File: src/rtl/hazard_stall_ctrl.sv
`default_nettype none
// ============================================================================
// Module   : hazard_stall_ctrl
// Brief    : Pipeline enable/flush control for load-use, taken-branch and
//            data-memory-wait hazards in a 5-stage core.
// Revision : 1.0
// ============================================================================
module hazard_stall_ctrl #(
  parameter int REG_W  = 5,
  parameter int CNT_W  = 4,
  parameter int PERF_W = 16
) (
  input  logic              clk,
  input  logic              reset,
  input  logic [REG_W-1:0]  id_rs1,
  input  logic [REG_W-1:0]  id_rs2,
  input  logic              id_use_rs1,
  input  logic              id_use_rs2,
  input  logic              ex_mem_read,
  input  logic [REG_W-1:0]  ex_rd,
  input  logic              branch_taken,
  input  logic              mem_req,
  input  logic              mem_ready,
  output logic              pc_en,
  output logic              if_id_en,
  output logic              if_id_flush,
  output logic              id_ex_en,
  output logic              id_ex_flush,
  output logic              ex_mem_en,
  output logic              mem_wb_en,
  output logic              mem_err,
  output logic [PERF_W-1:0] stall_cnt
);

  typedef enum logic [1:0] {
    S_RUN      = 2'd0,
    S_LOAD_USE = 2'd1,
    S_FLUSH    = 2'd2,
    S_MEM_WAIT = 2'd3
  } state_t;

  localparam logic [CNT_W-1:0]  c_cnt_max  = '1;
  localparam logic [PERF_W-1:0] c_perf_max = '1;

  state_t             r_state;
  state_t             w_next_state;
  logic [CNT_W-1:0]   r_wait_cnt;
  logic               r_mem_err;
  logic [PERF_W-1:0]  r_stall_cnt;
  logic               w_load_use;
  logic               w_mem_wait;
  logic               w_cnt_clr;
  logic               w_cnt_inc;
  logic               w_err_set;

  assign w_load_use = ex_mem_read && (ex_rd != '0) &&
                      ((id_use_rs1 && (id_rs1 == ex_rd)) ||
                       (id_use_rs2 && (id_rs2 == ex_rd)));
  assign w_mem_wait = mem_req && !mem_ready;

  assign mem_err   = r_mem_err;
  assign stall_cnt = r_stall_cnt;

  always_comb begin
    pc_en        = 1'b1;
    if_id_en     = 1'b1;
    if_id_flush  = 1'b0;
    id_ex_en     = 1'b1;
    id_ex_flush  = 1'b0;
    ex_mem_en    = 1'b1;
    mem_wb_en    = 1'b1;
    w_next_state = r_state;
    w_cnt_clr    = 1'b0;
    w_cnt_inc    = 1'b0;
    w_err_set    = 1'b0;

    if (reset) begin
      pc_en     = 1'b0;
      if_id_en  = 1'b0;
      id_ex_en  = 1'b0;
      ex_mem_en = 1'b0;
      mem_wb_en = 1'b0;
    end else begin
      case (r_state)
        S_MEM_WAIT: begin
          if (mem_ready) begin
            w_next_state = S_RUN;
          end else if (r_wait_cnt == c_cnt_max) begin
            w_err_set    = 1'b1;
            w_next_state = S_RUN;
          end else begin
            pc_en     = 1'b0;
            if_id_en  = 1'b0;
            id_ex_en  = 1'b0;
            ex_mem_en = 1'b0;
            mem_wb_en = 1'b0;
            w_cnt_inc = 1'b1;
          end
        end
        default: begin
          // LOAD_USE releases unconditionally; FLUSH has a bubble in ID, so no load-use there
          if (w_mem_wait) begin
            pc_en        = 1'b0;
            if_id_en     = 1'b0;
            id_ex_en     = 1'b0;
            ex_mem_en    = 1'b0;
            mem_wb_en    = 1'b0;
            w_cnt_clr    = 1'b1;
            w_next_state = S_MEM_WAIT;
          end else if (branch_taken && (r_state != S_LOAD_USE)) begin
            if_id_flush  = 1'b1;
            id_ex_flush  = 1'b1;
            w_next_state = S_FLUSH;
          end else if (w_load_use && (r_state == S_RUN)) begin
            pc_en        = 1'b0;
            if_id_en     = 1'b0;
            id_ex_flush  = 1'b1;
            w_next_state = S_LOAD_USE;
          end else begin
            w_next_state = S_RUN;
          end
        end
      endcase
    end
  end

  always_ff @(posedge clk) begin
    if (reset) begin
      r_state     <= S_RUN;
      r_wait_cnt  <= '0;
      r_mem_err   <= 1'b0;
      r_stall_cnt <= '0;
    end else begin
      r_state <= w_next_state;
      if (w_cnt_clr) begin
        r_wait_cnt <= '0;
      end else if (w_cnt_inc) begin
        r_wait_cnt <= r_wait_cnt + 1'b1;
      end
      if (w_err_set) begin
        r_mem_err <= 1'b1;
      end
      if (!pc_en && (r_stall_cnt != c_perf_max)) begin
        r_stall_cnt <= r_stall_cnt + 1'b1;
      end
    end
  end

endmodule
`default_nettype wire

File: config.mk
export PLATFORM = sky130hd
export DESIGN_NAME = hazard_stall_ctrl
export DESIGN_NICKNAME = d
export VERILOG_FILES = /design/src/rtl/hazard_stall_ctrl.sv
export SDC_FILE = /design/constraint.sdc
export NUM_CORES = 1
export LEC_CHECK = 0
export ABC_AREA = 0
export ABC_CLOCK_PERIOD_IN_PS = 2600
export CAP_MARGIN = 20
export CELL_PAD_IN_SITES_DETAIL_PLACEMENT = 0
export CELL_PAD_IN_SITES_GLOBAL_PLACEMENT = 2
export CORE_MARGIN = 2
export CORE_UTILIZATION = 23
export DETAILED_ROUTE_END_ITERATION = 16
export PLACE_DENSITY = 0.88
export SLEW_MARGIN = 20
export SYNTH_ARGS = -nofsm -noshare
export SYNTH_HDL_FRONTEND = slang
export SYNTH_SLANG_ARGS = --single-unit
File: constraint.sdc
create_clock -name clk -period 2.6 [get_ports clk]
set_clock_uncertainty 0.2 [all_clocks]
set_input_delay 0.52 -clock clk [delete_from_list [all_inputs] [get_ports clk]]
set_output_delay 0.52 -clock clk [all_outputs]
set_load 0.005 [all_outputs]
---- Word level (Yosys, flattened, before mapping) ----
Cells that the tools add are included.
word-level totals
  flip-flop bits (word level) ............. 23
  input port bits ......................... 23
  output and inout port bits .............. 24
  logic and storage cells ................. 62
operators by class
  add/subtract/negate cells ............... 2
  equal/unequal tests ..................... 7
  mux-type cells .......................... 35
  reductions and logical operators ........ 14
operators by type and width
  kind                     count
  $mux W1                  30
  $add A16 B1 Y16 const B  1
  $ne A16 B16 Y1 const B   1
  $eq A5 B5 Y1             2
  $mux W2                  5
  $logic_and A1 B1 Y1      8
  $reduce_bool A5 Y1       1
  $add A4 B1 Y4 const B    1
  $eq A4 B4 Y1 const B     1
  $ne A3 B3 Y1 const B     1
  $eq A2 B2 Y1 const B     1
  $logic_not A1 Y1         2
  $logic_not A2 Y1         1
  $ne A2 B1 Y1 const B     1
  $reduce_or A2 Y1         1
  $logic_or A1 B1 Y1       1

---- Logic depth before layout (Yosys ltp) ----
Gate-level depths: netlist of the first run.
  depth in word-level cells ............... 12
  mapped depth ............................ 9
  mapped depth without buffers ............ 7

---- Worst setup path after synthesis of the first run ----
OpenSTA, ideal clock, no wires.
  path type ............................... input -> output
  start ................................... input ex_rd[1]
  end ..................................... output pc_en
  data arrival time ....................... 1.919 ns
  data required time ...................... 1.880 ns
  slack ................................... -0.039 ns
  stages .................................. 7
  path buffers ............................ 3
  cell sequence ........................... or4_1 -> o211ai_2 -> nor2_2 -> a21boi_4 -> buf_6 -> buf_6 -> buf_4
between the ends
  longest elaborated chain between the ends .. 10
  elaborated cells on any way between the ends .. 14
  those cells by class .................... 2 x eq/ne; 5 x mux; 7 x reduce/logical
RTL lines
  what                                    RTL line  text
  start, declared                         20        input logic [REG_W-1:0] ex_rd,
  $eq A5 B5 Y1 (on tied branches)         57, 58
  $logic_and A1 B1 Y1 (on tied branches)  57, 58
  $logic_or A1 B1 Y1                      57        ((id_use_rs1 && (id_rs1 == ex_rd)) ||
  $logic_and A1 B1 Y1 (*)                 56        assign w_load_use = ex_mem_read && (ex_rd != '0) &&
  $logic_and A1 B1 Y1 (*)                 114       end else if (w_load_use && (r_state == S_RUN)) begin
  $mux W1 (*) (5 in series)               -
  end, declared                           24        output logic pc_en,
Every way passes the cells marked *; elsewhere a longest branch is shown, timed or not.

---- Worst setup path in the final report of the first run ----
  start ................................... input ex_rd[2]
  end ..................................... output id_ex_flush
between the ends
  longest elaborated chain between the ends .. 10
  elaborated cells on any way between the ends .. 14
  those cells by class .................... 2 x eq/ne; 5 x mux; 7 x reduce/logical
RTL lines
  what                                    RTL line  text
  $eq A5 B5 Y1 (on tied branches)         57, 58
  $logic_and A1 B1 Y1 (on tied branches)  57, 58
  $logic_or A1 B1 Y1                      57
  $logic_and A1 B1 Y1 (*)                 56
  $logic_and A1 B1 Y1 (*)                 114
  $mux W1 (*)                             114
  $mux W1 (*)                             110       end else if (branch_taken && (r_state != S_LOAD_USE)) begin
  $mux W1 (*)                             102       if (w_mem_wait) begin
  $mux W1 (*)                             84        case (r_state)
  $mux W1 (*)                             77        if (reset) begin
  end, declared                           28        output logic id_ex_flush,
Marks and branches as above.

==> results of run 1 <==
## routing by layer
| metal | wire length (um) | global-route usage | share of wire |
|---|---|---|---|
| met2 | 1810 | 0.214 | 0.45 |
| met1 | 1890 | 0.153 | 0.47 |
| met5 | 0 | 0 | 0 |
| met3 | 269 | 0.0322 | 0.067 |
| met4 | 15 | 0.0254 | 0.0038 |
## kinds of logic (layout without fill, tap and decap cells)
family                     count (synthesis)  in the layout
adders and majority gates                  2              2
xor gates and xnor gates                  13             13
and+or+nand+nor                           70             70
AOI/OAI and AO/OA                         38             38
muxes                                      2              2
buffers and inverters                     15             79
DFF                                       23             23
## stage by stage
step / util / cell area, um^2 / hold slack, ns / setup TNS (ns)
floorplan: - / 1360 / 0.260 / -0.0189
global placement: 0.343 / 1990 / 0.251 / -7.42
detailed placement: 0.343 / 1990 / 0.260 / -7.94
CTS: 0.364 / 2110 / 0.282 / -0.0420
global route: 0.372 / 2160 / 0.335 / 0
finish: 0.372 / 2160 / 0.281 / 0
## repair_timing
action / CTS / global route
hold endpoints to repair: 0 / 0
pin swaps: 8 / 18
buffers inserted: 5 / 1
gates resized for setup: 41 / 21
endpoints found under the setup margin: 18 / 14
hold buffers: 0 / 0
## flip-flops by register name (all words and copies together), names as in the netlist
register and count:
mem_err 1, stall_cnt 16, r_state 2, r_wait_cnt 4
## worst max-delay path: stages
cell      delay [ns]
buf_2           0.11
buf_4           0.13
xnor2_1         0.16
nand4_1         0.13
o22ai_2         0.20
buf_4           0.14
nand2b_4        0.05
a211oi_2        0.21
buf_2           0.14
## cells in the mapped netlist, drive strengths merged
cell,count,area share
o32ai,1,0.0064
o311ai,1,0.0064
and3,2,0.0092
nand3,7,0.026
nor2b,3,0.014
or3,2,0.0092
mux2,2,0.017
nand2b,3,0.014
o31ai,8,0.044
nor2,17,0.049
and3b,1,0.0064
and4,1,0.0064
a21boi,1,0.014
o2111ai,2,0.013
nand2,9,0.025
ha,2,0.018
inv,5,0.014
a21oi,13,0.048
a21o,1,0.0055
and4b,1,0.0073
xor2,2,0.013
buf,7,0.040
nor3,4,0.015
nand4,6,0.028
dfxtp,23,0.34
o41ai,2,0.013
o21ai,4,0.015
a211oi,2,0.015
nor4b,2,0.013
clkbuf,3,0.0083
or4,10,0.055
xnor2,11,0.071
o22ai,1,0.0046
nor4,2,0.0092
a31oi,1,0.0046
o211ai,1,0.0092
## placed cells by master, fill, tap and decap left out, types with 2 or more instances in the layout
cell,Yosys,layout
dlygate4sd2_1,0,4
mux2_2,2,2
nor2_1,16,15
o21ai_0,2,2
nand2_1,9,9
o31ai_1,8,8
clkbuf_8,0,3
nor3_1,4,2
o21ai_1,2,2
buf_2,2,5
dlymetal6s2s_1,0,12
clkbuf_2,0,2
inv_1,5,5
o41ai_1,2,2
a21oi_1,13,13
clkdlybuf4s50_1,0,22
nand4_1,6,6
nor4b_1,2,2
or3_1,2,2
ha_1,2,2
or4_1,10,9
nor2b_1,3,2
buf_4,3,23
a211oi_2,1,2
nand2b_1,3,2
o2111ai_1,2,2
xor2_1,2,2
xnor2_1,11,11
dfxtp_1,23,22
nand3_1,7,7
## how the worst max path moves through the flow
stage,end,slack [ns],depth (start not counted)
2_1_floorplan,pc_en,-0.02,7
3_3_place_gp,pc_en,-0.62,6
3_5_place_dp,pc_en,-0.62,6
4_1_cts,id_ex_flush,-0.04,8
5_1_grt,id_ex_flush,0.007,8
6_report,id_ex_flush,0.08,9
## final cells by class
class,instances,share of cell area
tap,75,0.0434
timing repair buffer,70,0.293
sequential,23,0.214
clock inverter,1,0.00231
clock buffer,3,0.0191
inverter,5,0.00868
multi-input combinational,125,0.420
## report_power, final
group | internal, mW | total (mW) | switching (mW)
logic | 0.0866 | 0.153 | 0.0667
registers | 0.358 | 0.364 | 0.00583
clock network | 0.107 | 0.234 | 0.126
total | 0.552 | 0.751 | 0.199
==> impl_results.md, run 1 <==
* Worst Path Required at 1.88 ns
* P per Cell Area at 347 nW/um^2
* Vias in the first global route at 1442
* Grt total ovfl at 0
* Reg-to-reg critical path endpoint: stall_cnt[8]$_SDFFE_PP0P_
* Die footprint at 6560 um^2
* # port buffers at 46
* Largest net degree at the start of global routing at 28
* FF-to-FF Start: r_wait_cnt[0]$_SDFFE_PP0P_
* Inserted Diodes at 0
* Synth Instances at 163
* Post-synthesis mux area share at 0.0165
* Die width at 81.0 um
* Tightest Hold Check Type: flip-flop to flip-flop
* Placed insts at 292
* P_leak at 0.856 nW
* CTS Sinks at 23
* Sequential cell area fraction in the yosys report at 0.338
* DR vias/cell at 4.83
* Cell area after synthesis at 1360 um^2
* Via count at 1458
* Place WS at -0.617 ns
* Initial Util at 0.235
* Final worst slack at 0.0767 ns
* Relative slew margins at 0.758
* Worst Tran Pin Value at 0.362 ns
* Filler cell count at 644
* Max-cap violation count at 0
* DRC at 0
* Clock-pin slew on the worst setup and hold paths at 0.09 ns
* Crit start category: primary input
* Syn Area/Cell at 8.37 um^2
* Area delta synth->final at 58.5%
* Critical path data arrival time at 1.80 ns
* CP Capture Type: output pin
* Initial antenna violation count at 0
* CTS tree: built
* Non-filler cells, final at 302
* Synthesis-stage register bit count at 23
* Core Box Area at 5820 um^2
* Final Slew Violations at 0
* Setup violators final at 0
* Footprint of the multi-input gates at 907 um^2
* I/O pin total at 47
* Post-Synth Adder-Cell Area at 0.0183
* Row cnt at 28
* Tot Pwr at 751 uW
* H-tree levels at 1
* Final WL at 3.99 mm
* Worst R2R Setup Slack at 0.14 ns
* Synth Area in Simple Gates at 0.284
* GR Util All Layers at 0.123
* Worst R2R Path Depth at 9
* Share of cells above drive strength 1 at 0.233
* Largest family of logic cells by synthesized area: simple AND/OR/NAND/NOR gates
* Fin crit share at 0.971
* Hold wc startpoint: mem_err$_SDFFE_PP0P_
* CP Launch Point: ex_rd[2]
* VDD IR max at 0.184 mV
* Crit-path max FO at 2
* Minimum clock period at 2.52 ns
* Hold depth at 2
* Syn Nets at 188
* Post-DR wirelength/cell at 13.2 um
* TritonCTS Buffers at 3
* Reg area at 462 um^2
* Worst skew pair latency at 0.27 ns
* Worst hold endpoint: mem_err$_SDFFE_PP0P_
* Overall die height at 81.0 um
* Hold violation count in the final report at 0
* CTS Buffer Depth at 2
* YS warnings at 0
* Nets at 253
* Xor/xnor cell area share of the yosys netlist at 0.0835
* Global-route wire length before repair at 6.44 mm
* Max Clock Freq at 0.396 GHz
* Netlist cell types at 41
* WS Path Type: primary input to output pin
* Clock root buffer: clkbuf_8
* RSZ-0062 raised after global routing: false
* DRT Pass-1 Iters at 4
* Dpl hpwl at 2.81 mm
* GP Congestion at 0.731
* Routed Antenna Nets at 0
* Status: completed
* Compound-gate portion of the synthesized area at 0.197
* 1st-iter DRT viols at 78
Power figures use the tool's default switching activity.
==> inputs of run 2 (changes only) <==
- CORE_ASPECT_RATIO: unset -> 1.25
- TNS_END_PERCENT: unset -> 30
==> impl_results.md, run 2 (synthesized netlist as in run 1, its figures left out) <==
* Routed wl met3 at 213 um (-21%)
* DR vias/cell at 5.04 (+4.4%)
* Post-DR wirelength/cell at 13.2 um (about the same)
* I/O pin total at 47 (unchanged)
* Share of cells above drive strength 1 at 0.222 (-0.0113)
* Routed Antenna Nets at 0 (unchanged)
* Reg area at 460 um^2 (-0.27%)
* Reg-to-reg critical path endpoint: stall_cnt[8]$_SDFFE_PP0P_
* Die width at 72.9 um (-10%)
* Footprint of the multi-input gates at 927 um^2 (+2.2%)
* Area after DPL at 2000 um^2 (+0.19%)
* Hold violation count in the final report at 0 (unchanged)
* Minimum clock period at 2.56 ns (+0.0334 ns)
* H-tree levels at 1 (unchanged)
* Hold depth at 2 (unchanged)
* CP Capture Type: output pin
* Worst Path Required at 1.88 ns (about the same)
* Placed insts at 285 (-2.4%)
* Global-route wire length before repair at 6.38 mm (-1.1%)
* TritonCTS Buffers at 3 (unchanged)
* Via count at 1467 (+0.62%)
* Commonest non-fill, non-tap cell in the layout: clkdlybuf4s50_1
* Filler cell count at 599 (-7.0%)
* Vias in the first global route at 1435 (-0.49%)
* Highest routing layer actually used: met4
* Max Clock Freq at 0.391 GHz (-1.3%)
* Critical path data arrival time at 1.84 ns (+0.04 ns)
* Worst Tran Pin Value at 0.437 ns (+0.0754 ns)
* Largest net degree at the start of global routing at 28 (unchanged)
* Non-filler cells, final at 291 (-3.6%)
* Tightest Hold Check Type: flip-flop to flip-flop
* Max-cap violation count at 0 (unchanged)
* Final WL at 3.85 mm (-3.6%)
* Max reg flops at 16 (unchanged)
* RSZ-0062 raised after global routing: false
* CTS Buffer Depth at 2 (unchanged)
* CTS Sinks at 23 (unchanged)
* Relative slew margins at 0.704 (-0.0535)
* Hold wc startpoint: mem_err$_SDFFE_PP0P_
* Crit-path max FO at 2 (unchanged)
* Routed length on met2 at 1.88 mm (+3.8%)
* DRC at 0 (unchanged)
* Setup violators final at 0 (unchanged)
* Fin crit share at 0.983 (+0.0128)
* Final Util at 0.370 (-0.00178)
* Row cnt at 31 (+11%)
* GR Util All Layers at 0.117 (-0.00605)
* Status: completed
* Worst hold endpoint: mem_err$_SDFFE_PP0P_
* Core Box Area at 5780 um^2 (-0.62%)
* Initial antenna violation count at 0 (unchanged)
* P_leak at 0.799 nW (-6.7%)
* DRT Pass-1 Iters at 4 (unchanged)
* Worst skew pair latency at 0.27 ns (about the same)
* VDD IR max at 0.164 mV (-11%)
* Final instance area at 2140 um^2 (-1.1%)
* Grt total ovfl at 0 (unchanged)
* CTS tree: built
* P per Cell Area at 347 nW/um^2 (about the same)
* Initial Util at 0.236 (+0.00147)
* WS Path Type: primary input to output pin
* # port buffers at 46 (unchanged)
* Die footprint at 6570 um^2 (about the same)
* Worst R2R Path Depth at 9 (unchanged)
* Dpl hpwl at 2.75 mm (-2.2%)
* 1st-iter DRT viols at 53 (-32%)
* FF-to-FF Start: r_wait_cnt[0]$_SDFFE_PP0P_
* Clock-pin slew on the worst setup and hold paths at 0.08 ns (about the same)
* Nets at 251 (-0.79%)
* Overall die height at 90.1 um (+11%)
* Hold_buf cts at 0 (unchanged)
* Crit start category: primary input
* Area delta synth->final at 56.8%
* Tot Pwr at 743 uW (-1.1%)
* Worst R2R Setup Slack at 0.17 ns (+0.03 ns)
* Most frequent cells in the layout: 24 x clkdlybuf4s50_1, 23 x dfxtp_1, 19 x buf_4
* Metal-1 WL at 1.73 mm (-8.6%)
* Final Slew Violations at 0 (unchanged)
* GP Congestion at 0.725 (-0.83%)
* Inserted Diodes at 0 (unchanged)
* Clock root buffer: clkbuf_8
-- run 2: cell count changes in the layout (fill, tap and decap cells not counted), sizes merged --
cell	delta
dlygate4sd2	+7
clkdlybuf4s50	+2
buf	-2
dlymetal6s2s	-8
clkbuf	-1
-- run 2: critical path, stage by stage --
cell and delay (ns):
dlygate4sd2_1 0.24, xnor2_1 0.20, nand4_1 0.18, o22ai_4 0.26, nand2b_4 0.07, a211oi_2 0.21, buf_2 0.15
-- run 2: stage by stage --
stage,hold slack (ns),TNS (ns),setup slack [ns]
floorplan,0.260,-0.0189,-0.0189
global placement,0.260,-7.80,-0.623
detailed placement,0.262,-8.00,-0.602
CTS,0.284,0,0.00288
global route,0.335,0,0.000219
finish,0.278,0,0.0433
-- run 2: power by group --
group | internal (mW) | switching (mW)
Combinational | 0.0871 | 0.0681
Sequential | 0.358 | 0.00606
Clock | 0.107 | 0.117
Total | 0.552 | 0.191
-- run 2: how the worst max path moves through the flow --
stage | end | from
after floorplan | pc_en | ex_rd[1]
after global placement | if_id_en | ex_rd[1]
after detailed placement | pc_en | ex_rd[1]
after CTS | id_ex_flush | id_rs1[3]
after global routing | id_ex_flush | id_rs2[1]
final | id_ex_flush | id_rs2[3]
-- run 2: layout make-up --
| class | instances | share of cell area |
|---|---|---|
| well taps | 66 | 0.0386 |
| inverters | 5 | 0.00878 |
| clock inverters | 1 | 0.00234 |
| repair buffers | 68 | 0.282 |
| multi-input cells | 125 | 0.434 |
| flip-flops and latches | 23 | 0.215 |
| clock buffers | 3 | 0.0193 |
-- run 2: metal layers --
metal,global-route usage,vias to the layer above
met4,0.0262,0
met5,0,-
met3,0.0235,2
met1,0.150,688
met2,0.199,44
li1,-,733
-- run 2: timing repair --
| action | 4_1_cts | 5_1_grt |
|---|---|---|
| setup endpoints to repair | 20 | 13 |
| gates resized for setup | 49 | 11 |
| setup buffers | 2 | 0 |
| pin swaps | 11 | 12 |
